==> src/rtl/vote_pkg.sv <==
// Shared types and helpers for the vote tally block: FSM state encoding and
// the one-hot vote decoder.
package vote_pkg;

    localparam int unsigned NUM_CAND_DEF = 4;
    localparam int unsigned CNT_W_DEF    = 8;
    localparam int unsigned MAX_CAND     = 8;

    typedef enum logic [1:0] {
        StLocked,
        StArmed,
        StCommit,
        StResult
    } state_e;

    typedef struct packed {
        logic       valid;
        logic [2:0] index;
    } onehot_t;

    // valid is set only when exactly one bit of vec is high
    function automatic onehot_t onehot_check(input logic [MAX_CAND-1:0] vec);
        onehot_t     r;
        int unsigned n;
        r = '0;
        n = 0;
        for (int i = 0; i < MAX_CAND; i++) begin
            if (vec[i]) begin
                n       = n + 1;
                r.index = 3'(i);
            end
        end
        r.valid = (n == 1);
        return r;
    endfunction

endpackage

==> src/rtl/sat_counter.sv <==
// Up-counter that sticks at its all-ones maximum instead of wrapping.
module sat_counter #(
    parameter int unsigned CNT_W = 8
) (
    input  logic             clk,
    input  logic             rst,
    input  logic             inc,
    output logic [CNT_W-1:0] count,
    output logic             at_max
);

    logic [CNT_W-1:0] count_q;

    assign count  = count_q;
    assign at_max = &count_q;

    always_ff @(posedge clk or negedge rst) begin
        if (!rst) begin
            count_q <= '0;
        end else if (inc && !at_max) begin
            count_q <= count_q + CNT_W'(1);
        end
    end

endmodule

==> src/rtl/vote_tally.sv <==
// One-vote-per-ballot tally: ballot FSM, per-candidate saturating counters and a
// registered result/leader view.
module vote_tally
    import vote_pkg::*;
#(
    parameter int unsigned NUM_CAND = NUM_CAND_DEF,
    parameter int unsigned CNT_W    = CNT_W_DEF,
    parameter int unsigned SEL_W    = 2
) (
    input  logic                clk,
    input  logic                rst,
    input  logic                mode,
    input  logic                ballot_en,
    input  logic [NUM_CAND-1:0] valid_vote,
    input  logic [SEL_W-1:0]    result_sel,
    output logic                ready,
    output logic                vote_ack,
    output logic                vote_err,
    output logic [CNT_W-1:0]    result_count,
    output logic [SEL_W-1:0]    leader,
    output logic                tie,
    output logic                sat
);

    state_e             state_q, state_d;
    logic [2:0]         idx_q, idx_d;
    logic               vote_err_q;
    logic [CNT_W-1:0]   result_count_q;
    logic [SEL_W-1:0]   leader_q;
    logic               tie_q;
    logic               sat_q;

    logic [MAX_CAND-1:0] vote_ext;
    onehot_t             oh;
    logic                multi;
    logic                commit_now;
    logic [NUM_CAND-1:0] inc;
    logic [NUM_CAND-1:0] at_max;
    logic [CNT_W-1:0]    cnt [NUM_CAND];

    logic [CNT_W-1:0]    max_cnt;
    logic [SEL_W-1:0]    lead_d;
    logic [3:0]          n_max;
    logic                tie_d;
    logic [CNT_W-1:0]    sel_cnt;

    assign vote_ext = MAX_CAND'(valid_vote);
    assign oh       = onehot_check(vote_ext);
    assign multi    = (|valid_vote) && !oh.valid;

    // A pending commit is dropped if result mode is requested in the same cycle
    assign commit_now = (state_q == StCommit) && !mode;

    for (genvar g = 0; g < NUM_CAND; g++) begin : g_cnt
        assign inc[g] = commit_now && (idx_q == 3'(g));
        sat_counter #(
            .CNT_W (CNT_W)
        ) u_cnt (
            .clk    (clk),
            .rst    (rst),
            .inc    (inc[g]),
            .count  (cnt[g]),
            .at_max (at_max[g])
        );
    end

    always_comb begin
        state_d = state_q;
        idx_d   = idx_q;
        if (mode) begin
            state_d = StResult;
        end else begin
            case (state_q)
                StLocked: if (ballot_en) state_d = StArmed;
                StArmed: begin
                    if (oh.valid) begin
                        state_d = StCommit;
                        idx_d   = oh.index;
                    end
                end
                StCommit: state_d = StLocked;
                StResult: state_d = StLocked;
                default:  state_d = StLocked;
            endcase
        end
    end

    always_comb begin
        max_cnt = cnt[0];
        lead_d  = '0;
        for (int i = 1; i < NUM_CAND; i++) begin
            if (cnt[i] > max_cnt) begin
                max_cnt = cnt[i];
                lead_d  = SEL_W'(i);
            end
        end
        n_max = '0;
        for (int i = 0; i < NUM_CAND; i++) begin
            if (cnt[i] == max_cnt) n_max = n_max + 4'd1;
        end
        tie_d   = (n_max >= 4'd2);
        sel_cnt = '0;
        for (int i = 0; i < NUM_CAND; i++) begin
            if (result_sel == SEL_W'(i)) sel_cnt = cnt[i];
        end
    end

    always_ff @(posedge clk or negedge rst) begin
        if (!rst) begin
            state_q        <= StLocked;
            idx_q          <= '0;
            vote_err_q     <= 1'b0;
            result_count_q <= '0;
            leader_q       <= '0;
            tie_q          <= 1'b1;
            sat_q          <= 1'b0;
        end else begin
            state_q        <= state_d;
            idx_q          <= idx_d;
            vote_err_q     <= (state_q == StArmed) && !mode && multi;
            result_count_q <= mode ? sel_cnt : '0;
            leader_q       <= lead_d;
            tie_q          <= tie_d;
            sat_q          <= sat_q | (|at_max);
        end
    end

    assign ready        = (state_q == StArmed);
    assign vote_ack     = commit_now;
    assign vote_err     = vote_err_q;
    assign result_count = result_count_q;
    assign leader       = leader_q;
    assign tie          = tie_q;
    assign sat          = sat_q;

endmodule

==> config.mk <==
export PLATFORM = sky130hd
export DESIGN_NAME = vote_tally
export DESIGN_NICKNAME = d
export VERILOG_FILES = /design/src/rtl/vote_pkg.sv /design/src/rtl/sat_counter.sv /design/src/rtl/vote_tally.sv
export SDC_FILE = /design/constraint.sdc
export NUM_CORES = 1
export LEC_CHECK = 0
export ABC_AREA = 1
export CORE_MARGIN = 3
export CORE_UTILIZATION = 35
export DETAILED_ROUTE_END_ITERATION = 6
export PLACE_DENSITY = 0.56
export SLEW_MARGIN = 20
export SYNTH_ARGS = -nofsm -noshare
export SYNTH_HDL_FRONTEND = slang
export SYNTH_HIERARCHICAL = 1
export SYNTH_SLANG_ARGS = --single-unit
==> constraint.sdc <==
create_clock -name clk -period 14.7 [get_ports clk]
set_input_delay 2.94 -clock clk [delete_from_list [all_inputs] [get_ports clk]]
set_output_delay 2.94 -clock clk [all_outputs]
set_load 0.02 [all_outputs]
# After elaboration in Yosys (flattened, before gate mapping)
# Cells that the tools add are included.
[word_totals] latch_bits=0 out_inout_bits=15 memories=0 rom_bits=0 ff_bits=50 mem_bits_rw=0
[op_classes] div_mod_pow=0 n_bitwise=2 n_mul=0 n_addsub=10 magnitude_cmp=4 shift=0 n_mux=26 n_eq_ne=16 n_reduce_logical=30
[op_table] cell="$add A32 B1 Y32 const B" n=3
[op_table] cell="$mux W32" n=3
[op_table] cell="$mux W8" n=8
[op_table] cell="$add A8 B1 Y8 const B" n=4
[op_table] cell="$eq A32 B1 Y1 const B" n=1
[op_table] cell="$eq A8 B8 Y1" n=4
[op_table] cell="$reduce_and A8 Y1" n=4
[op_table] cell="$gt A8 B8 Y1" n=3
[op_table] cell="$add A4 B1 Y4 const B" n=3
[op_table] cell="$logic_and A1 B1 Y1" n=12
[op_table] cell="$mux W4" n=3
[op_table] cell="$mux W2" n=5
[op_table] cell="$eq A2 B2 Y1 const B" n=4
[op_table] cell="$reduce_or A4 Y1" n=2
[op_table] cell="$eq A3 B2 Y1 const B" n=2
[op_table] cell="$logic_not A1 Y1" n=6
[op_table] cell="$mux W3" n=2
[op_table] cell="$pmux W2 S3" n=1
[op_table] cell="$eq A2 B1 Y1 const B" n=2
[op_table] cell="$ge A4 B2 Y1 const B" n=1
[op_table] cell="$logic_not A2 Y1" n=2
[op_table] cell="$mux W1" n=4
[op_table] cell="$eq A3 B1 Y1 const B" n=1
[op_table] cell="$logic_not A3 Y1" n=1
[op_table] cell="7 further kinds" n=7

# Depth between registers and ports, before layout
# Gate-level depths: netlist (run 1).
[logic_depth] ltp_word=15 mapped_depth=51

# By module
# Netlist (run 1), hierarchy kept.
[modules_own_cells] module="vote_tally" cells_each=494 n_inst=1 area_per_inst_um2=3001.6
[modules_own_cells] module="sat_counter" cells_each=63 n_inst=4 area_per_inst_um2=488.0

# Least setup slack after synthesis (run 1)
# Ideal clock, no wire load.
[synth_timing] path_kind="input -> output" start="input mode" end="output vote_ack" path_slack_ps=8276 required_ps=11760 n_path_buf=0 cell_stages=1 t_arrival_ps=3484 cell_sequence="nor3_1"
[synth_via] elab_chain_cells=2
[synth_rtl] element="from (decl)" line="vote_tally.sv:12" source="input logic mode,"
[synth_rtl] element="$logic_not A1 Y1" line="vote_tally.sv:52" source="assign commit_now = (state_q == StCommit) && !mode;"
[synth_rtl] element="$logic_and A1 B1 Y1" line="vote_tally.sv:52"
[synth_rtl] element="to (decl)" line="vote_tally.sv:17" source="output logic vote_ack,"
# No other way between the ends.

# Worst setup path in the final report (run 1)
# Ends and elaborated chain as after synthesis.

==> flow_metrics.py, run 1 <==
metrics = {
    "die": {
        "core_mm2": 0.0136,
        "die_w_um": 125,
        "placementRows": 42,
        "start_util_pct": 36.5,
        "io_pins": 25,
        "dieArea_mm2": 0.0156,
        "die_height_um": 125,
    },
    "worst_setup_path": {
        "cp_num_buf_inv": 2,
        "crit_top_cell": "clkdlybuf4s50_1",
        "crit_slowest_cell": "clkdlybuf4s50_1",
        "path_delay_family": "buffers and inverters",
        "cpPeakStageDelay_ns": 0.66,
        "start_kind": "primary input",
        "crit_path_cell_trace": "clkdlybuf4s50_1 > nor3_1 > clkdlybuf4s50_1",
        "r2r_cells": 44,
        "worstSetupPathType": "in -> out",
        "cp_data_required_time_ns": 11.76,
        "critPathMaxFanout": 5,
        "r2r_slack_ns": 7.93,
        "timing.rr.end": "tie",
        "crit_start": "mode",
        "r2r_start": "g_cnt[0].u_cnt/count[3]",
        "cp-end-kind": "primary output",
        "cp.arrival_ns": 4.35,
    },
    "clocking": {
        "cts_tree": "done",
        "cts-buffers-inserted": 5,
        "cts_hold_buffers": 0,
        "htreeDepth": 2,
        "clkTransAtPathRegs_ns": 0.07,
        "clock_latency_ns": 0.31,
        "post_cts_resize_count": 0,
        "post-cts-setup-buffer-count": 0,
        "cts_num_sinks": 49,
        "cts_root_buf": "clkbuf_16",
        "clockBufferDepth": 2,
    },
    "placement": {
        "gp_congestion": 0.856,
        "port_buffers": 24,
        "dp_hpwl_mm": 10.3,
    },
    "drt": {
        "drtIter0Drc": 339,
        "drtAntennaViolNets": 0,
        "drc_errors": 0,
        "routedWlPerCell_um": 14.5,
        "firstDrtPassIters": 7,
        "vias": 4863,
        "vias_per_cell": 5.14,
        "drt_wl_total_mm": 13.7,
    },
    "sta": {
        "fmax_ghz": 0.137,
        "fin_crit_ns": 7.29,
        "relSlewSlack_pct": 30.6,
        "drv_slew": 0,
        "rsz0062_at_grt": "no",
        "worst_pin_slew_ns": 1.03,
        "setup_viol": 0,
        "timing.setup.tns_ns": 0,
        "min_period_over_period_pct": 49.6,
        "final-hold-violation-count": 0,
        "skew_ns": 0.0128,
    },
    "layout": {
        "drive_above_1_share_pct": 10.5,
        "fill_cells": 1457,
        "final_cell_mix": "247 x nand2_1, 91 x inv_1, 81 x nand3_1",
        "nets": 813,
        "seq_area_mm2": 0.00123,
        "antenna_cells": 0,
        "multi_input_area_mm2": 0.00327,
        "final_common_cell": "nand2_1",
        "syn_to_final_growth_pct": 11.1,
    },
    "worst_hold_path": {
        "min-delay-start": "sat",
        "min_to": "sat",
        "hp-class": "reg -> reg",
        "min_delay_path_depth": 2,
    },
    "flow_run": {
        "max_cap_violations": 0,
    },
    "run_status": {
        "status": "finished clean",
    },
    "yosys": {
        "synthCells": 746,
        "yosysSeqAreaShare_pct": 24.8,
        "synth_seq_cells": 49,
        "ys_types": 38,
        "yosysWarnings": 6,
        "syn_area_mm2": 0.00495,
        "syn_avg_cell_area_um2": 6.64,
        "syn_nets": 790,
    },
    "grt": {
        "antenna_found_initial": 0,
        "grt_pass1_vias": 4650,
        "grt_start_max_net_pins": 50,
        "grtUsageTotal_pct": 17.5,
        "grt_overflow": 0,
        "grt_first_pass_wirelength_mm": 22.4,
    },
}
worst max-delay path by stage:
| stage | to | slack, ns | cells past startpoint |
|---|---|---|---|
| CTS | vote_ack | 7.41 | 3 |
| finish | vote_ack | 7.41 | 3 |
| floorplan | vote_ack | 8.28 | 1 |
| detailed placement | vote_ack | 7.42 | 3 |
| global placement | vote_ack | 7.42 | 3 |
| global route | vote_ack | 7.28 | 3 |
cell usage after synthesis, drive strengths merged:
cell | number | share of area [%]
buf | 8 | 1.3
a211oi | 1 | 0.15
nor3 | 13 | 1.3
o21a | 1 | 0.15
o21ai | 18 | 2.1
a21oi | 32 | 3.2
dfstp | 1 | 0.53
nand2 | 277 | 24
o221ai | 4 | 0.71
xor2 | 18 | 3.2
nand4 | 15 | 2.3
a21o | 1 | 0.15
nor2 | 66 | 6.7
inv | 97 | 7.6
or2 | 1 | 0.13
clkbuf | 2 | 0.15
o21bai | 1 | 0.15
ha | 34 | 8.6
clkinv | 2 | 0.15
xnor2 | 9 | 1.6
dfrtp | 48 | 24
nand3 | 92 | 10
o211ai | 4 | 0.61
nor4 | 1 | 0.13
sequential cells by signal, summed over array words and instances (netlist names):
| name | cells |
|---|---|
| g_cnt.u_cnt/count | 32 |
| result_count | 8 |
| idx_q | 2 |
| leader | 2 |
| state_q | 2 |
| sat | 1 |
| tie | 1 |
| vote_err | 1 |
worst register-to-register path: cells and delay by family, from the launching register on:
family | cells | cell delay, ns
AO/OA/AOI/OAI | 3 | 0.37
AND/OR/NAND/NOR | 23 | 2.75
buffers and inverters | 11 | 1.41
adder cells (fa/ha/maj) | 5 | 1.27
XOR/XNOR | 2 | 0.34
flip-flops | 1 | 0.57
logic make-up after synthesis:
family / count (synthesis) / share of synthesized area (%)
AOI/OAI and AO/OA: 62 / 7.27
xor gates and xnor gates: 27 / 4.77
adders and majority gates: 34 / 8.59
buffers and inverters: 109 / 9.24
DFF: 49 / 24.8
and+or+nand+nor: 465 / 45.3
layout make-up:
type / count / share of cell area, %
Sequential cell: 49 / 22.3
Timing Repair Buffer: 26 / 4.55
Inverter: 99 / 6.98
Multi-Input combinational cell: 588 / 59.4
Clock buffer: 6 / 2.52
Clock inverter: 2 / 0.295
Tap cell: 176 / 4.00
per-layer routing:
layer | vias up | track usage (%) | wire (µm)
met5 | - | 0 | 0
li1 | 2437 | - | -
met2 | 148 | 29.5 | 6360
met3 | 21 | 2.43 | 746
met4 | 0 | 5.99 | 327
met1 | 2257 | 23.0 | 6240
stage by stage:
| stage | cells | cell area, µm² | util [%] | hold WS (ns) | setup WS (ns) |
|---|---|---|---|---|---|
| global placement | 938 | 5350 | 39.5 | 0.455 | 7.42 |
| global route | 946 | 5510 | 40.6 | 0.553 | 7.28 |
| finish | 946 | 5510 | 40.6 | 0.475 | 7.41 |
| detailed placement | 938 | 5350 | 39.5 | 0.454 | 7.42 |
| floorplan | 746 | 4950 | - | 0.498 | 8.28 |
| CTS | 946 | 5510 | 40.6 | 0.482 | 7.41 |
Power of run 1 is left out: the tool's default activity adds up to more than one toggle a clock period on the data nets, which glitch-free logic cannot reach.
==> run 2, diff against run 1 <==
Clock period 14.7 ns to 7.2 ns, I/O delays scaled along.
==> flow_metrics.py, run 2 (synthesis gave the netlist of run 1 again) <==
metrics = {
    "placement": {
        "place_area_mm2": 0.00535,
        "gp_congestion": 0.968,
        "placed_cells": 938,
        "dp_hpwl_mm": 11.2,
        "port_buffers": 24,
    },
    "drt": {
        "vias": 4827,
        "drtIter0Drc": 278,
        "routedWlPerCell_um": 15.3,
        "vias_per_cell": 5.10,
        "drtAntennaViolNets": 0,
        "firstDrtPassIters": 5,
        "drt_wl_total_mm": 14.4,
        "drc_errors": 0,
    },
    "sta": {
        "worst_pin_slew_ns": 1.00,
        "fin_crit_ns": 6.44,
        "min_period_over_period_pct": 89.4,
        "timing.setup.tns_ns": 0,
        "fmax_ghz": 0.155,
        "rsz0062_at_grt": "no",
        "skew_ns": 0.00941,
        "final-hold-violation-count": 0,
        "setup_viol": 0,
        "relSlewSlack_pct": 32.7,
        "drv_slew": 0,
    },
    "clocking": {
        "cts_root_buf": "clkbuf_16",
        "clockBufferDepth": 2,
        "cts_tree": "done",
        "cts_hold_buffers": 0,
        "clkTransAtPathRegs_ns": 0.07,
        "cts-buffers-inserted": 5,
        "post_cts_resize_count": 0,
        "post-cts-setup-buffer-count": 0,
        "cts_num_sinks": 49,
        "clock_latency_ns": 0.31,
        "htreeDepth": 2,
    },
    "die": {
        "die_w_um": 125,
        "die_height_um": 125,
        "placementRows": 42,
        "io_pins": 25,
        "start_util_pct": 36.5,
        "core_mm2": 0.0136,
        "dieArea_mm2": 0.0156,
    },
    "worst_setup_path": {
        "crit_slowest_cell": "dfrtp_1",
        "cp.arrival_ns": 6.70,
        "critPathMaxFanout": 31,
        "crit_top_cell": "nand2_1",
        "cp_data_required_time_ns": 7.46,
        "cp-end-kind": "flip-flop",
        "worstSetupPathType": "reg -> reg",
        "cpPeakStageDelay_ns": 0.50,
        "start_kind": "flip-flop",
    },
    "layout": {
        "design_area_mm2": 0.00552,
        "nets": 813,
        "multi_input_area_mm2": 0.00327,
        "final_common_cell": "nand2_1",
        "fill_cells": 1452,
        "largest_reg_flops": 32,
        "fin_cells": 946,
        "seq_area_mm2": 0.00123,
        "final_cell_mix": "247 x nand2_1, 91 x inv_1, 81 x nand3_1",
        "drive_above_1_share_pct": 10.4,
        "antenna_cells": 0,
        "syn_to_final_growth_pct": 11.4,
    },
    "grt": {
        "grt_first_pass_wirelength_mm": 23.3,
        "grt_overflow": 0,
        "antenna_found_initial": 0,
        "grtUsageTotal_pct": 18.6,
        "grt_pass1_vias": 4441,
        "grt_start_max_net_pins": 50,
    },
    "run_status": {
        "status": "finished clean",
    },
    "worst_hold_path": {
        "hp-class": "reg -> reg",
    },
    "flow_run": {
        "max_cap_violations": 0,
    },
}
==> run 2: layout make-up <==
| cell class | count | share of cell area (%) |
|---|---|---|
| clock buffer | 6 | 2.34 |
| multi-input combinational | 588 | 59.2 |
| tap | 176 | 3.99 |
| timing repair buffer | 26 | 4.54 |
| inverter | 99 | 6.96 |
| clock inverter | 2 | 0.703 |
| sequential | 49 | 22.2 |
==> run 2: through the flow <==
stage                     utilization [%]  hold slack, ns  setup slack (ns)
final                                40.7           0.487             0.760
after floorplan                         -           0.498              1.98
after CTS                            40.7           0.490             0.764
after global placement               39.5           0.484             0.883
after detailed placement             39.5           0.456             0.816
after global routing                 40.7           0.538             0.154
==> run 2: layer usage <==
| layer | track usage, % | share of wire [%] | vias up |
|---|---|---|---|
| li1 | - | - | 2446 |
| met1 | 25.4 | 47 | 2221 |
| met2 | 29.6 | 46 | 126 |
| met3 | 3.16 | 4.4 | 34 |
| met4 | 6.76 | 3.1 | 0 |
| met5 | 0 | 0 | - |
==> run 2: path summary, 6_finish.rpt <==
check                                          end  slack (ns)                    start  cells past startpoint
max reg2reg                                    tie        0.76  g_cnt[0].u_cnt/count[7]                     42
min in group asynchronous                leader[1]        1.23                      rst                      2
min reg2reg                                    sat        0.49                      sat                      2
min                                            sat        0.49                      sat                      2
max in group asynchronous  g_cnt[3].u_cnt/count[4]        5.51                      rst                      2
max                                            tie        0.76  g_cnt[0].u_cnt/count[7]                     42
==> run 2: worst max-delay path: cells and delay by family (launching register included) <==
family | cells | cell delay [ns]
xor+xnor | 2 | 0.44
simple gates | 24 | 2.81
compound gates | 3 | 0.36
flops | 1 | 0.50
buf+inv | 8 | 0.94
fa+ha+maj | 5 | 1.32
Power of run 2 is left out for the same reason.
